$ cat src/rtl/mem_access_unit.sv
// Load/store initiator for the word-indexed data memory: lane select, extension, sub-word RMW.
// Latency from accept edge: error 1 cycle, load/word store 2 cycles, sub-word store 3 cycles.
// Single request in flight; Req_Ready is low from accept until the cycle after the response.
module mem_access_unit #(
    parameter int DEPTH = 32,
    parameter int IDX_W = 5
) (
    input  logic             Clk,
    input  logic             Reset_n,
    input  logic             Req_Valid,
    output logic             Req_Ready,
    input  logic             Req_Write,
    input  logic [1:0]       Req_Size,
    input  logic             Req_Signed,
    input  logic [31:0]      Req_Addr,
    input  logic [31:0]      Req_WData,
    output logic             Rsp_Valid,
    output logic [31:0]      Rsp_RData,
    output logic             Rsp_Error,
    output logic [IDX_W-1:0] Adress,
    output logic [31:0]      Write_Data,
    output logic             MemWrite,
    output logic             MemRead,
    input  logic [31:0]      Read_Data
);

    typedef enum logic [1:0] {IDLE, RD, WR, RESP} state_t;

    state_t      state;
    logic        write_q;
    logic        signed_q;
    logic [1:0]  size_q;
    logic [1:0]  lane_q;
    logic [15:0] wdata_q;

    logic        req_err;
    logic [7:0]  rd_byte;
    logic [15:0] rd_half;
    logic [31:0] ld_data;
    logic [31:0] st_word;

    // Decode alignment, size legality and range of the incoming request
    always_comb begin
        req_err = 1'b0;
        if (Req_Size == 2'b11)                              req_err = 1'b1;
        if (Req_Size == 2'b01 && Req_Addr[0])               req_err = 1'b1;
        if (Req_Size == 2'b10 && Req_Addr[1:0] != 2'b00)    req_err = 1'b1;
        if (Req_Addr >= 32'(4 * DEPTH))                     req_err = 1'b1;
    end

    // Extract the addressed lane for loads and build the merged word for sub-word stores
    always_comb begin
        rd_byte = Read_Data[{lane_q, 3'b000} +: 8];
        rd_half = Read_Data[{lane_q[1], 4'b0000} +: 16];
        case (size_q)
            2'b00:   ld_data = signed_q ? {{24{rd_byte[7]}}, rd_byte} : {24'b0, rd_byte};
            2'b01:   ld_data = signed_q ? {{16{rd_half[15]}}, rd_half} : {16'b0, rd_half};
            default: ld_data = Read_Data;
        endcase
        st_word = Read_Data;
        if (size_q == 2'b00)
            st_word[{lane_q, 3'b000} +: 8] = wdata_q[7:0];
        else
            st_word[{lane_q[1], 4'b0000} +: 16] = wdata_q;
    end

    // Access sequencer with all handshake and memory-side outputs registered
    always_ff @(posedge Clk) begin
        if (!Reset_n) begin
            state      <= IDLE;
            write_q    <= 1'b0;
            signed_q   <= 1'b0;
            size_q     <= 2'b00;
            lane_q     <= 2'b00;
            wdata_q    <= 16'b0;
            Req_Ready  <= 1'b1;
            Rsp_Valid  <= 1'b0;
            Rsp_RData  <= 32'b0;
            Rsp_Error  <= 1'b0;
            Adress     <= '0;
            Write_Data <= 32'b0;
            MemWrite   <= 1'b0;
            MemRead    <= 1'b0;
        end else begin
            case (state)
                IDLE: begin
                    if (Req_Valid) begin
                        write_q   <= Req_Write;
                        signed_q  <= Req_Signed;
                        size_q    <= Req_Size;
                        lane_q    <= Req_Addr[1:0];
                        wdata_q   <= Req_WData[15:0];
                        Req_Ready <= 1'b0;
                        if (req_err) begin
                            Rsp_Valid <= 1'b1;
                            Rsp_Error <= 1'b1;
                            state     <= RESP;
                        end else if (Req_Write && Req_Size == 2'b10) begin
                            // Full-word store skips the read
                            Adress     <= Req_Addr[IDX_W+1:2];
                            Write_Data <= Req_WData;
                            MemWrite   <= 1'b1;
                            state      <= WR;
                        end else begin
                            Adress  <= Req_Addr[IDX_W+1:2];
                            MemRead <= 1'b1;
                            state   <= RD;
                        end
                    end
                end
                RD: begin
                    MemRead <= 1'b0;
                    if (write_q) begin
                        // Adress stays put so the write hits the word just read
                        Write_Data <= st_word;
                        MemWrite   <= 1'b1;
                        state      <= WR;
                    end else begin
                        Adress    <= '0;
                        Rsp_RData <= ld_data;
                        Rsp_Valid <= 1'b1;
                        state     <= RESP;
                    end
                end
                WR: begin
                    MemWrite   <= 1'b0;
                    Adress     <= '0;
                    Write_Data <= 32'b0;
                    Rsp_Valid  <= 1'b1;
                    state      <= RESP;
                end
                default: begin
                    Rsp_Valid <= 1'b0;
                    Rsp_RData <= 32'b0;
                    Rsp_Error <= 1'b0;
                    Req_Ready <= 1'b1;
                    state     <= IDLE;
                end
            endcase
        end
    end

endmodule

$ cat config.mk
export PLATFORM = sky130hd
export DESIGN_NAME = mem_access_unit
export DESIGN_NICKNAME = d
export VERILOG_FILES = /design/src/rtl/mem_access_unit.sv
export SDC_FILE = /design/constraint.sdc
export NUM_CORES = 1
export LEC_CHECK = 0
export ABC_CLOCK_PERIOD_IN_PS = 2800
export BUFFER_PORTS_ARGS = -buffer_cell sky130_fd_sc_hd__clkbuf_2
export CAP_MARGIN = 15
export CORE_ASPECT_RATIO = 1.75
export CORE_MARGIN = 1.5
export CORE_UTILIZATION = 51
export CTS_CLUSTER_SIZE = 28
export DETAILED_ROUTE_END_ITERATION = 8
export PLACE_DENSITY = 0.83
export SLEW_MARGIN = 10
export SYNTH_ARGS = -nofsm -noshare
export SYNTH_HDL_FRONTEND = slang
export SYNTH_SLANG_ARGS = --single-unit
$ cat constraint.sdc
create_clock -name Clk -period 2.8 [get_ports Clk]
set_input_delay 0.56 -clock Clk [delete_from_list [all_inputs] [get_ports Clk]]
set_output_delay 0.56 -clock Clk [all_outputs]
set_load 0.005 [all_outputs]
==> impl_metrics.ini <==
[outcome]
status = finished, final reports clean

[synth]
syn_inst = 619
synth_top_family_by_area = compound AO/OA/AOI/OAI gates
ys_warn_count = 0
synth-main-ff-cell = dfxtp_1
synthMuxAreaShare = 0.0852
avgSynthCellArea_um2 = 8.37
synthArstFlopShare = 0
ys_seq_elements = 98
synth_compound_area_frac = 0.291
yosys.area_share.xor_xnor = 0
syn-cell-area_um2 = 5180
yosysSeqAreaShare = 0.379
synth_edf_count = 0
synth-simple-area-share = 0.166
synth_nets = 732
synthAdderAreaFrac = 0.0241
ys_types = 49

[timing]
rsz0062_at_grt = false
finalSetupTns_ns = 0
fin_crit_ns = 2.32
worst_pin_slew_ns = 0.652
final_max_slew_viol_count = 0
worst_slack_ns = 0.475
skew_ns = 0.00662
slew_headroom = 0.562
final-setup-viol-count = 0
fmax_mhz = 430
fin_crit_sh = 0.830
hold_viol = 0

[layout]
final_nets = 890
fin_cells = 906
multiInputGateArea_um2 = 2940
diodes = 0
fillers = 865
layout_common_cells = 176 x clkbuf_2, 107 x nand2_1, 98 x dfxtp_1, 51 x a211oi_1, 51 x a21oi_1
final_common_cell = clkbuf_2
drive_gt1_frac = 0.289
regArea_um2 = 1960
area_growth_syn_to_layout_pct = 24.3

[clock_tree]
root_buffer = clkbuf_16
postCtsHoldBufs = 0
cts_setup_buffers = 0
htreeDepth = 3
cts_buffer_depth = 2
cts_buffers = 9
clock-sinks = 98
cts_tree = yes
cts_resized = 0
cts.clk_slew.worst_paths_ns = 0.07
worstSkewPairLatency_ns = 0.34

[worst_setup_path]
cp_num_buf_inv = 1
critPathMaxStageDelay_ns = 0.52
worstPathCellList = inv_1, ha_1, nand2_1, or4_4, a21oi_4, a222oi_1, a211oi_1
cp.required_ns = 3.05
critPathMaxFanout = 11
cp_top_family = compound AO/OA/AOI/OAI gates
crit_arrival_ns = 2.57
start_kind = register
critical_path_class = reg -> reg
cpMaxStageDelayCell = dfxtp_1
crit_path_end_kind = register

[pwr]
p_per_area_nw_per_um2 = 866
leakage_uw = 0.00280
vdd_drop_max_mv = 0.385

[placed_design]
io_buffers = 176
dpl.cell_count = 891
gp_congestion = 0.957
dp_slack_ns = 0.356
hpwl_um = 12700

[floorplanning]
die_area_um2 = 10800
io_pins = 177
die_x_um = 79.2
core-area_um2 = 9850
die_h_um = 136
rows = 48
start_util = 0.526

[drt]
vias = 5594
routed_wl_um = 16300
ant_nets = 0
drc = 0
dr.pass1.iters = 9
via_per_inst = 6.17
wl_per_cell_um = 18.0
drt_iter0_drc = 519

[global_route]
overflow = 0
grt_pass1_vias = 5309
antenna_found_initial = 0
grt_pass1_wl_um = 25600
grt_max_degree = 44
track_usage = 0.303

[min_path]
holdCritPathClass = in -> reg

[job]
cap_violations = 0
[power breakdown]
group / internal (uW) / switching (uW)
logic: 959 / 1480
clock network: 712 / 527
registers: 1670 / 225
[state kept, by name, indices dropped and copies added, names as in the netlist]
signal,cells
MemWrite,1
write_q,1
signed_q,1
Rsp_Error,1
Adress,5
lane_q,2
Write_Data,32
Req_Ready,1
Rsp_Valid,1
state,2
MemRead,1
wdata_q,16
size_q,2
Rsp_RData,32
[cells in the mapped netlist (9+ instances only)]
cell type	n	area [um2]
nand2_1	107	402
dfxtp_1	98	1960
a211oi_1	51	383
a21oi_1	51	255
clkbuf_1	36	135
mux2i_1	34	340
nor2_1	33	124
o21ai_0	24	120
a221oi_1	23	201
inv_1	19	71.3
o21ai_1	17	85.1
a222oi_1	16	160
nor2b_1	16	100
a21o_1	11	82.6
ha_1	10	125
mux2_2	9	101
[final cells by class]
type | count | share of cell area
multi-input cells | 454 | 0.456
flip-flops and latches | 98 | 0.305
repair buffers | 194 | 0.158
clock buffers | 11 | 0.0377
well taps | 125 | 0.0243
inverters | 20 | 0.0117
clock inverters | 4 | 0.00816
[cell families after synthesis]
family                     Yosys count
and+or+nand+nor                    184
adders and majority gates           10
buffers and inverters               67
muxes                               43
AOI/OAI and AO/OA                  217
DFF                                 98
[per-layer routing]
layer | part of all wire | up-vias | global-route usage
met2 | 0.50 | 348 | 0.529
met5 | 0 | - | 0
met1 | 0.36 | 2552 | 0.334
met4 | 0.067 | 0 | 0.209
li1 | - | 2624 | -
met3 | 0.073 | 70 | 0.0396
[stage by stage]
step           cell area (um2)  hold slack [ns]   util  power [uW]
2_1_floorplan             5180            0.436      -        3540
3_3_place_gp              6140            0.436  0.624        4240
3_5_place_dp              6140            0.441  0.624        4310
4_1_cts                   6440            0.428  0.654        5550
5_1_grt                   6440            0.441  0.654        5890
6_report                  6440            0.430  0.654        5580
[worst reg2reg max path, cell delays in order, from the launching register on]
cell,delay (ns)
dfxtp_1,0.52
inv_1,0.17
ha_1,0.37
nand2_1,0.06
or4_4,0.43
a21oi_4,0.28
a222oi_1,0.12
a211oi_1,0.30
[final timing paths]
kind | startpoint | to | slack [ns] | cells after the start
worst max-delay path | lane_q[0]$_SDFFE_PN0P_ | Write_Data[23]$_SDFFE_PN0P_ | 0.48 | 7
worst min-delay path | Req_Addr[6] | Adress[4]$_SDFFE_PN0P_ | 0.43 | 2
worst max register to register | lane_q[0]$_SDFFE_PN0P_ | Write_Data[23]$_SDFFE_PN0P_ | 0.48 | 7
worst min register to register | Rsp_RData[19]$_SDFFE_PN0P_ | Rsp_RData[19]$_SDFFE_PN0P_ | 0.45 | 2
Note: power is estimated with default switching activity, not from simulation.
